File: config.mk
export PLATFORM = sky130hd
export DESIGN_NAME = wr_fifo_width_converter
export DESIGN_NICKNAME = d
export VERILOG_FILES = /design/src/rtl/wr_fifo_width_converter.sv
export SDC_FILE = /design/constraint.sdc
export NUM_CORES = 1
export LEC_CHECK = 0
export ABC_AREA = 1
export CAP_MARGIN = 20
export CORE_ASPECT_RATIO = 0.8
export CORE_MARGIN = 4
export CORE_UTILIZATION = 53
export DETAILED_ROUTE_END_ITERATION = 10
export GPL_ROUTABILITY_DRIVEN = 0
export PLACE_DENSITY_LB_ADDON = 0.1
export SYNTH_ARGS = -nofsm -noshare
export SYNTH_HDL_FRONTEND = slang
export SYNTH_SLANG_ARGS = --single-unit
File: constraint.sdc
create_clock -name i_clk -period 6.2 [get_ports i_clk]
set_clock_uncertainty 0.15 [all_clocks]
set_input_delay 1.86 -clock i_clk [delete_from_list [all_inputs] [get_ports i_clk]]
set_output_delay 1.86 -clock i_clk [all_outputs]
set_load 0.02 [all_outputs]
File: src/rtl/wr_fifo_width_converter.sv
// -----------------------------------------------------------------------------
// wr_fifo_width_converter
//
// Pops IN_WIDTH words from a first-word-fall-through write FIFO and hands them
// to the flash controller one OUT_WIDTH slice at a time. Slice order is
// selectable (most- or least-significant slice first). With PREFETCH=1 a
// second word register is kept filled from the FIFO independently of the
// controller, so word boundaries cost no empty cycle. A flush discards any
// partially consumed word together with the prefetched one.
//
// Parameters
//   IN_WIDTH   FIFO word width, an integer multiple of OUT_WIDTH
//   OUT_WIDTH  slice width presented to the controller
//   MSB_FIRST  1: slice 0 is the top OUT_WIDTH bits; 0: slice 0 is the bottom
//   PREFETCH   1: active + prefetch word registers; 0: active register only
//
// Ports
//   i_clk, i_rst      clock, synchronous active-high reset
//   i_wr_fifo_data    FIFO head, valid whenever !i_wr_fifo_empty
//   i_wr_fifo_empty   FIFO empty flag
//   o_wr_fifo_re      pop strobe; the head is captured on the same edge
//   o_ctrl_data       current slice of the active word
//   i_ctrl_re         controller takes o_ctrl_data this cycle
//   o_ctrl_empty      no slice available
//   i_flush           drop active/prefetch words, restart at slice 0
//   o_word_done       pulse when the last slice of a word is consumed
//   o_slice_idx       index of the slice currently presented
// -----------------------------------------------------------------------------
module wr_fifo_width_converter #(
    parameter int IN_WIDTH  = 128,
    parameter int OUT_WIDTH = 8,
    parameter int MSB_FIRST = 1,
    parameter int PREFETCH  = 1,
    // Derived; not intended to be overridden.
    parameter int N         = IN_WIDTH / OUT_WIDTH,
    parameter int IDX_W     = (N > 1) ? $clog2(N) : 1
) (
    input  logic                 i_clk,
    input  logic                 i_rst,
    input  logic [IN_WIDTH-1:0]  i_wr_fifo_data,
    input  logic                 i_wr_fifo_empty,
    output logic                 o_wr_fifo_re,
    output logic [OUT_WIDTH-1:0] o_ctrl_data,
    input  logic                 i_ctrl_re,
    output logic                 o_ctrl_empty,
    input  logic                 i_flush,
    output logic                 o_word_done,
    output logic [IDX_W-1:0]     o_slice_idx
);

    localparam logic [IDX_W-1:0] LAST_IDX = IDX_W'(N - 1);

    // Active word being sliced, and the word queued behind it.
    logic                act_valid_q, act_valid_d;
    logic [IN_WIDTH-1:0] act_data_q,  act_data_d;
    logic [IDX_W-1:0]    idx_q,       idx_d;
    logic                pf_valid_q,  pf_valid_d;
    logic [IN_WIDTH-1:0] pf_data_q,   pf_data_d;

    logic consume;
    logic last;
    logic pop;
    logic act_free;

    // A flush or reset cycle never consumes, so no word_done and no idx step.
    assign consume = i_ctrl_re & act_valid_q & ~i_flush & ~i_rst;
    assign last    = consume & (idx_q == LAST_IDX);

    // With prefetch the pop only depends on register occupancy, so the FIFO
    // read path is decoupled from the controller's read strobe.
    always_comb begin
        pop = 1'b0;
        if (!i_rst && !i_wr_fifo_empty && !i_flush) begin
            if (PREFETCH != 0) begin
                pop = ~act_valid_q | ~pf_valid_q;
            end else begin
                pop = ~act_valid_q | last;
            end
        end
    end

    // The active register is free after this cycle if it holds nothing, or
    // its last slice leaves now with nothing waiting in the prefetch slot.
    assign act_free = ~act_valid_q | (last & ~pf_valid_q);

    always_comb begin
        act_valid_d = act_valid_q;
        act_data_d  = act_data_q;
        idx_d       = idx_q;
        pf_valid_d  = pf_valid_q;
        pf_data_d   = pf_data_q;

        if (i_flush) begin
            act_valid_d = 1'b0;
            pf_valid_d  = 1'b0;
            idx_d       = '0;
        end else begin
            if (last) begin
                idx_d = '0;
            end else if (consume) begin
                idx_d = idx_q + IDX_W'(1);
            end

            // Word boundary: promote the prefetched word, or go empty.
            if (last) begin
                if (pf_valid_q) begin
                    act_data_d = pf_data_q;
                    pf_valid_d = 1'b0;
                end else begin
                    act_valid_d = 1'b0;
                end
            end

            // A popped word lands in the active register when that is free,
            // otherwise it refills the prefetch slot.
            if (pop) begin
                if (act_free) begin
                    act_data_d  = i_wr_fifo_data;
                    act_valid_d = 1'b1;
                end else if (PREFETCH != 0) begin
                    pf_data_d  = i_wr_fifo_data;
                    pf_valid_d = 1'b1;
                end
            end
        end
    end

    always_ff @(posedge i_clk) begin
        if (i_rst) begin
            act_valid_q <= 1'b0;
            act_data_q  <= '0;
            idx_q       <= '0;
            pf_valid_q  <= 1'b0;
            pf_data_q   <= '0;
        end else begin
            act_valid_q <= act_valid_d;
            act_data_q  <= act_data_d;
            idx_q       <= idx_d;
            pf_valid_q  <= pf_valid_d;
            pf_data_q   <= pf_data_d;
        end
    end

    // Slice select: slice s sits at word position s (LSB first) or N-1-s
    // (MSB first), counted in OUT_WIDTH units from bit 0.
    always_comb begin
        o_ctrl_data = '0;
        for (int s = 0; s < N; s++) begin
            if (idx_q == IDX_W'(s)) begin
                o_ctrl_data = act_data_q[((MSB_FIRST != 0) ? (N - 1 - s) : s) * OUT_WIDTH +: OUT_WIDTH];
            end
        end
    end

    assign o_wr_fifo_re = pop;
    assign o_ctrl_empty = ~act_valid_q;
    assign o_word_done  = last;
    assign o_slice_idx  = idx_q;

endmodule

# Yosys cells after proc, flatten, opt, wreduce, memory -nomap -nowiden
# Index checks and enable logic that the tools add are counted.
dict set report classes {
  mux 28
  add_sub_neg 1
  bitwise 12
  n_eq_ne 15
  n_reduce_logical 9
}
# op n
set op_table {}
lappend op_table {{128-bit 2-to-1 mux} 4}
lappend op_table {{8-bit 2-to-1 mux} 16}
lappend op_table {{4-bit equality test, second input constant} 8}
lappend op_table {{4-bit by 3-bit equality test with 1-bit output, second input constant} 4}
lappend op_table {{4-bit by 2-bit equality test with 1-bit output, second input constant} 2}
lappend op_table {{1-bit 2-to-1 mux} 8}
lappend op_table {{1-bit bitwise AND} 5}
lappend op_table {{1-bit inverter} 5}
lappend op_table {{4-bit by 1-bit adder with 4-bit output, second input constant} 1}
lappend op_table {{4-bit by 1-bit equality test with 1-bit output, second input constant} 1}
lappend op_table {{4-bit zero test} 1}
lappend op_table {{1-bit zero test} 3}
lappend op_table {{3-bit AND reduction} 1}
lappend op_table {{3-bit OR reduction} 1}
lappend op_table {{1-bit logical AND} 2}
lappend op_table {{1-bit bitwise OR} 2}
lappend op_table {{2-bit OR reduction} 1}
dict set report word_totals {
  in_bits 133
  output_inout_bits 15
  word_cells 70
  register_bits 262
}

# Logic depth before layout (Yosys ltp)
# Gate-level depths: netlist of the first run.
dict set report logic_depth {
  ltp_word 17
  depth_mapped 21
  depth_no_buf 20
}

# Worst setup path before layout of the first run
# No wires, ideal clock.
dict set report synth_timing {
  path_kind {input to output}
  from {input port i_rst}
  to {output port o_wr_fifo_re}
  path_slack_ns 1.388
  required_time_ns 4.190
  path_buffers 2
  arrival_ns 2.802
  stages 5
  path_cell_list {buf_6 -> nor2_8 -> o21ai_1 -> nor2_1 -> clkbuf_1}
}
dict set report synth_via {
  elab_chain_cells 4
}
# item line
set synth_lines {}
lappend synth_lines {{from (decl)} 39} ;# input logic i_rst,
lappend synth_lines {{1-bit zero test} 73} ;# if (!i_rst && !i_wr_fifo_empty && !i_flush) begin
lappend synth_lines {{1-bit logical AND (2 in series)} 73}
lappend synth_lines {{1-bit 2-to-1 mux} 73}
lappend synth_lines {{to (decl)} 42} ;# output logic o_wr_fifo_re,
# Every way passes these cells.

# Final worst setup path of the first run
dict set report layout_timing {
  from {register idx_q[1] (netlist: o_slice_idx[1])}
  to {output port o_ctrl_data[3]}
}
dict set report layout_via {
  elab_chain_cells 17
  elab_cells_between_ends 32
  classes_between {15 x eq/ne; 16 x mux; 1 x reduce/logical}
}
# item line
set layout_lines {}
lappend layout_lines {{from (decl)} 56} ;# logic [IDX_W-1:0] idx_q, idx_d;
lappend layout_lines {{from (signal assigned)} 138} ;# idx_q <= idx_d;
lappend layout_lines {{4-bit zero test} 149} ;# if (idx_q == IDX_W'(s)) begin
lappend layout_lines {{8-bit 2-to-1 mux (15 in series)} 149}
lappend layout_lines {{8-bit 2-to-1 mux *} 149}
lappend layout_lines {{to (decl)} 43} ;# output logic [OUT_WIDTH-1:0] o_ctrl_data,
# Every way passes the cells marked *; elsewhere a longest branch is shown, timed or not.

==> impl_metrics.env, run 1 <==
export IMPL_synth_main_ff_cell="dfxtp_1"
export IMPL_end_kind="primary output"
export IMPL_syn_num_nets=1896
export IMPL_crit_path_start_kind="flip-flop"
export IMPL_path_cells="inv_1 -> ha_1 -> nor2_1 -> nand3_1 -> nand3_1 -> nand2_1 -> nand3_1 -> nand2_1 -> nand2_1 -> nand2_1 -> nand3_1 -> nand3_1 -> nand3_1 -> nand2_1 -> nand2_1 -> nand2_1 -> nand2_1 -> nand2_1 -> nand2_1 -> clkdlybuf4s50_1"
export IMPL_p_leak_nw=5.07
export IMPL_post_cts_setup_buffers=0
export IMPL_cp_max_fo=9
export IMPL_busiest_layer="met2"
export IMPL_fmax_mhz=173
export IMPL_drtPass1Iterations=6
export IMPL_drt_iter0_markers=1359
export IMPL_numCtsBuffers=27
export IMPL_port_buffer_count=147
export IMPL_layout_drive_gt1_share=0.0571
export IMPL_die_x_um=179
export IMPL_fin_setup_tns_ns=0
export IMPL_syn_to_final_growth_pct=18.4
export IMPL_path_class="reg -> out"
export IMPL_tightestPinTransition_ns=1.12
export IMPL_gr_usage_met1=0.392
export IMPL_timing_final_ws_setup_ns=0.418
export IMPL_arrival_ns=3.77
export IMPL_drt_total_wl_mm=36.6
export IMPL_dp_cells=2099
export IMPL_grt_usage=0.264
export IMPL_yosys_area_share_simple=0.253
export IMPL_synth_top_family_by_area="simple AND/OR/NAND/NOR gates"
export IMPL_dp_final_hpwl_mm=21.5
export IMPL_crit_required_ns=4.19
export IMPL_via_count=12300
export IMPL_syn_area_mm2=0.0125
export IMPL_nFillCells=2042
export IMPL_antenna_found_initial=0
export IMPL_coreArea_mm2=0.0228
export IMPL_critical_path_buf_inv_count=2
export IMPL_cts_repair_resized=0
export IMPL_grt_max_degree=226
export IMPL_cts_tree="yes"
export IMPL_finalSetupViolCount=0
export IMPL_yosysSeqAreaShare=0.421
export IMPL_path_clk_slew_ns=0.06
export IMPL_min_period_over_period=0.933
export IMPL_overflow=0
export IMPL_period_needed_ns=5.78
export IMPL_synth_top_area_frac=0.421
export IMPL_synth_edff_count=0
export IMPL_placementRows=49
export IMPL_wl_per_cell_um=17.1
export IMPL_synth_warnings=0
export IMPL_multi_input_area_mm2=0.00610
export IMPL_io_pins=148
export IMPL_synth_compound_area_frac=0.230
export IMPL_path_depth=20
export IMPL_dp_slack_ns=0.469
export IMPL_power_density_mw_per_mm2=248
export IMPL_post_route_drc_count=0
export IMPL_grt_pass1_wl_mm=58.9
export IMPL_irDropWorstVdd_v=0.000190
export IMPL_cts_root_buffer_cell="clkbuf_16"
export IMPL_cts_sinks=262
export IMPL_synth_cell_types=31
export IMPL_synth_xor_area_share=0.000702
export IMPL_ys_top_cells_by_area="dfxtp_1 (42%), nand2_1 (13%), nand3_1 (7.5%)"
export IMPL_hold_path_class="reg -> reg"
export IMPL_antenna_cells=0
export IMPL_postCtsHoldBufs=0
export IMPL_cpPeakStageDelay_ns=0.61
export IMPL_postSynthCellCount=1759
export IMPL_rsz0062_at_grt="false"
export IMPL_cts_htree_levels=1
export IMPL_antenna_left=0
export IMPL_synth_avg_cell_area_um2=7.09
export IMPL_ys_ff_latch=262
export IMPL_maxSlewHeadroom=0.253
export IMPL_netlist_top_cells_count="nand2_1 (423), dfxtp_1 (262), nand3_1 (187)"
export IMPL_start_util=0.547
export IMPL_hold_violations=0
export IMPL_cts_path_max_buffers=3
export IMPL_die_area_mm2=0.0261
export IMPL_clk_latency_ns=0.53
export IMPL_cpMostUsedCell="nand2_1"
export IMPL_synthAdderAreaFrac=0.00401
export IMPL_rr_worst_depth=9
export IMPL_outcome="completed"
export IMPL_whs_path_depth=2
export IMPL_path_delay_family="simple AND/OR/NAND/NOR gates"
export IMPL_async_flop_share=0
export IMPL_yosysMostFrequentCell="nand2_1"
export IMPL_cap_viol_max_count=0
export IMPL_grt_pass1_vias=11400
export IMPL_final_cell_count_no_fill=2144
export IMPL_regArea_mm2=0.00525
export IMPL_slowest_stage="clkdlybuf4s50_1"
export IMPL_via_per_inst=5.75
export IMPL_die_y_um=145
export IMPL_synth_area_leader_cell="dfxtp_1"
export IMPL_grt_use_met2=0.412
export IMPL_final_max_slew_violation_count=0
export IMPL_nNetsFinal=1959
export IMPL_grt_use_met3=0.0330
export IMPL_synthMuxAreaShare=0
sequential cells by signal (all words and copies together) (netlist names):
name         cells
o_slice_idx      4
act_valid_q      1
pf_data_q      128
act_data_q     128
pf_valid_q       1
path summary, 6_finish.rpt:
| kind | startpoint | slack (ns) | endpoint |
|---|---|---|---|
| min reg2reg | pf_data_q[82] | 0.31 | pf_data_q[82] |
| max reg2reg | act_valid_q | 3.25 | act_data_q[102] |
| min | pf_data_q[82] | 0.31 | pf_data_q[82] |
| max | o_slice_idx[1] | 0.42 | o_ctrl_data[3] |
power breakdown:
group	internal [mW]	switching, mW
clock network	0.890	0.655
registers	1.73	0.0200
logic	0.156	0.207
total	2.78	0.882
metal layers:
layer  routed length (µm)  vias to the layer above
li1                     -                     6034
met1                16900                     5764
met2                16500                      484
met3                 2480                       44
met4                  721                        0
met5                    0                        -
layout by cell type, fill, tap and decap left out, types with 2 or more instances in the layout:
cell	synthesis	routed
o21ai_0	135	135
nand3_4	2	2
a311oi_1	35	35
o211ai_2	14	14
o21ai_1	46	46
nand2_1	423	422
clkbuf_8	0	4
nand3_1	187	187
ha_1	4	4
nor2_4	2	3
o22ai_1	32	32
buf_4	2	19
clkbuf_16	0	27
o211ai_1	32	32
clkbuf_1	75	10
dfxtp_1	262	262
nor2_2	2	2
a311oi_2	16	16
clkinv_1	2	2
inv_1	121	121
buf_12	0	6
a21oi_1	157	157
clkinv_2	0	2
nor2_1	141	140
clkdlybuf4s50_1	0	146
worst min-delay path, delay by kind of cell (launching register included):
family | cells | cell delay [ns]
AND/OR/NAND/NOR | 1 | 0.06
AO/OA/AOI/OAI | 1 | 0.05
flip-flops | 1 | 0.31
kinds of logic after synthesis:
group / count (synthesis)
simple gates: 760
flops: 262
buf+inv: 264
xor+xnor: 1
fa+ha+maj: 4
compound gates: 468
area by class of cell:
class	count	share of cell area
inverters	126	0.0325
clock inverters	4	0.00347
clock buffers	41	0.0520
flip-flops and latches	262	0.355
repair buffers	172	0.118
multi-input cells	1233	0.413
well taps	306	0.0259
through the flow:
| stage | utilization | hold slack, ns | area, µm² | total power [mW] |
|---|---|---|---|---|
| floorplan | - | 0.290 | 12500 | 1.98 |
| detailed placement | 0.611 | 0.302 | 13900 | 2.15 |
| global route | 0.647 | 0.321 | 14800 | 3.78 |
| finish | 0.647 | 0.309 | 14800 | 3.66 |
| global placement | 0.611 | 0.298 | 13900 | 2.14 |
| CTS | 0.647 | 0.312 | 14800 | 3.67 |
Note: power is estimated with default switching activity, not from simulation.
==> run 2, diff against run 1 <==
CAP_MARGIN = 0   (was 20)
==> results of run 2 <==
Same layout as run 1: the final DEF is identical, and so are final timing and power.
==> run 3, diff against run 2 <==
CORE_MARGIN = 2   (was 4)
SLEW_MARGIN = 10   (was not set)
==> run 3 against run 2 <==
Hold slack barely moved. First-iteration DRC count rose by 11%. Wire length fell by 1.3%. Largest cell class unchanged.
==> impl_metrics.env, run 3 (synthesis gave the netlist of run 1 again) <==
export IMPL_outcome="completed"
export IMPL_finalSetupViolCount=0
export IMPL_dp_cells=2103
export IMPL_finalPower_mw=3.78
export IMPL_min_period_over_period=0.946
export IMPL_cpMostUsedCell="nand2_1"
export IMPL_top_layer="met4"
export IMPL_path_cells="inv_1 -> ha_1 -> inv_1 -> nor2_2 -> inv_1 -> o21ai_1 -> inv_1 -> nand2_1 -> nand2_1 -> nand3_1 -> nand3_1 -> nand3_1 -> nand2_1 -> nand2_1 -> nand2_1 -> nand2_1 -> nand2_1 -> nand2_1 -> clkdlybuf4s50_1"
export IMPL_fin_setup_tns_ns=0
export IMPL_crit_path_start_kind="flip-flop"
export IMPL_syn_to_final_growth_pct=18.6
export IMPL_irDropWorstVdd_v=0.000202
export IMPL_period_needed_ns=5.86
export IMPL_antenna_left=0
export IMPL_crit_required_ns=4.19
export IMPL_nFillCells=2123
export IMPL_placementRows=50
export IMPL_die_x_um=175
export IMPL_cpPeakStageDelay_ns=0.61
export IMPL_grt_pass1_vias=11200
export IMPL_cts_root_buffer_cell="clkbuf_16"
export IMPL_die_area_mm2=0.0248
export IMPL_numCtsBuffers=27
export IMPL_via_count=12300
export IMPL_internal_power_mw=2.88
export IMPL_cap_viol_max_count=0
export IMPL_path_class="reg -> out"
export IMPL_nNetsFinal=1957
export IMPL_tightestPinTransition_ns=1.13
export IMPL_antenna_found_initial=0
export IMPL_io_pins=148
export IMPL_maxSlewHeadroom=0.248
export IMPL_drtPass1Iterations=6
export IMPL_grt_max_degree=151
export IMPL_arrival_ns=3.85
export IMPL_slowest_stage="clkdlybuf4s50_1"
export IMPL_cts_path_max_buffers=3
export IMPL_via_per_inst=5.71
export IMPL_layout_drive_gt1_share=0.0604
export IMPL_start_util=0.536
export IMPL_grt_pass1_wl_mm=57.9
export IMPL_end_kind="primary output"
export IMPL_cts_sinks=262
export IMPL_final_common_cell="nand2_1"
export IMPL_cts_repair_resized=0
export IMPL_fmax_mhz=171
export IMPL_rsz0062_at_grt="false"
export IMPL_path_clk_slew_ns=0.06
export IMPL_comb_power_share=0.095
export IMPL_coreArea_mm2=0.0233
export IMPL_hold_path_class="reg -> reg"
export IMPL_postCtsHoldBufs=0
export IMPL_clk_latency_ns=0.54
export IMPL_final_cell_count_no_fill=2151
export IMPL_dr_wl_met3_mm=2.65
export IMPL_switching_share=0.239
export IMPL_cts_tree="yes"
export IMPL_post_route_drc_count=0
export IMPL_port_buffer_count=147
export IMPL_drt_iter0_markers=1504
export IMPL_met2_length_mm=16.1
export IMPL_die_y_um=141
export IMPL_p_clk_frac=0.442
export IMPL_wl_per_cell_um=16.8
export IMPL_post_cts_setup_buffers=0
export IMPL_antenna_cells=0
export IMPL_final_max_slew_violation_count=0
export IMPL_pwr_share_seq=0.463
export IMPL_grt_usage=0.283
export IMPL_hold_violations=0
export IMPL_power_density_mw_per_mm2=256
export IMPL_mostFrequentLayoutCells="nand2_1 (422), dfxtp_1 (262), nand3_1 (187), a21oi_1 (157), clkdlybuf4s50_1 (146)"
export IMPL_dp_final_hpwl_mm=21.4
export IMPL_m1WireLength_mm=16.7
export IMPL_p_leak_nw=5.09
export IMPL_cts_htree_levels=1
export IMPL_drt_total_wl_mm=36.1
export IMPL_power_switching_mw=0.902
export IMPL_cp_max_fo=9
export IMPL_overflow=0
run 3: cell types whose count changed in the layout (fill, tap and decap cells not counted), sizes merged:
cell / delta
buf: -2
bufinv: +2
clkbuf: -3
clkinv: +5
inv: -1
run 3: path summary, 6_finish.rpt:
| kind | depth (start not counted) | slack (ns) | startpoint | endpoint |
|---|---|---|---|---|
| worst max-delay path | 19 | 0.34 | o_slice_idx[0] | o_ctrl_data[3] |
| worst min-delay path | 2 | 0.31 | pf_data_q[78] | pf_data_q[78] |
| worst max register to register | 8 | 3.10 | pf_valid_q | pf_data_q[28] |
| worst min register to register | 2 | 0.31 | pf_data_q[78] | pf_data_q[78] |
run 3: final cells by class:
| class | instances | area [µm²] | share of cell area |
|---|---|---|---|
| clock buffers | 38 | 777 | 0.0525 |
| clock inverters | 10 | 125 | 0.00846 |
| inverters | 126 | 480 | 0.0325 |
| multi-input cells | 1233 | 6100 | 0.412 |
| flip-flops and latches | 262 | 5250 | 0.355 |
| well taps | 312 | 390 | 0.0264 |
| repair buffers | 170 | 1670 | 0.113 |
run 3: critical path: cells and delay by family, from the launching register on:
family          cells  cell delay (ns)
fa+ha+maj           1             0.37
simple gates       12             1.27
flops               1             0.36
compound gates      1             0.17
buf+inv             5             1.16
run 3: power by group through the flow:
stage,clock network [mW],registers [mW],logic [mW]
floorplan,0,1.78,0.196
global placement,0,1.79,0.350
detailed placement,0,1.79,0.353
CTS,1.69,1.75,0.356
global route,1.75,1.75,0.391
finish,1.67,1.75,0.359
run 3: metrics by stage:
| step | utilization | cell area (µm²) | hold slack (ns) | setup WS (ns) |
|---|---|---|---|---|
| floorplan | - | 12500 | 0.290 | 1.39 |
| global placement | 0.597 | 13900 | 0.298 | 0.552 |
| detailed placement | 0.597 | 13900 | 0.302 | 0.556 |
| CTS | 0.635 | 14800 | 0.312 | 0.370 |
| global route | 0.635 | 14800 | 0.325 | 0.0296 |
| finish | 0.635 | 14800 | 0.309 | 0.337 |
run 3: metal layers:
metal  GRT usage  vias to the layer above
met5           0                        -
met4      0.0805                        0
met3      0.0353                       46
met2       0.439                      474
met1       0.415                     5726
li1            -                     6028
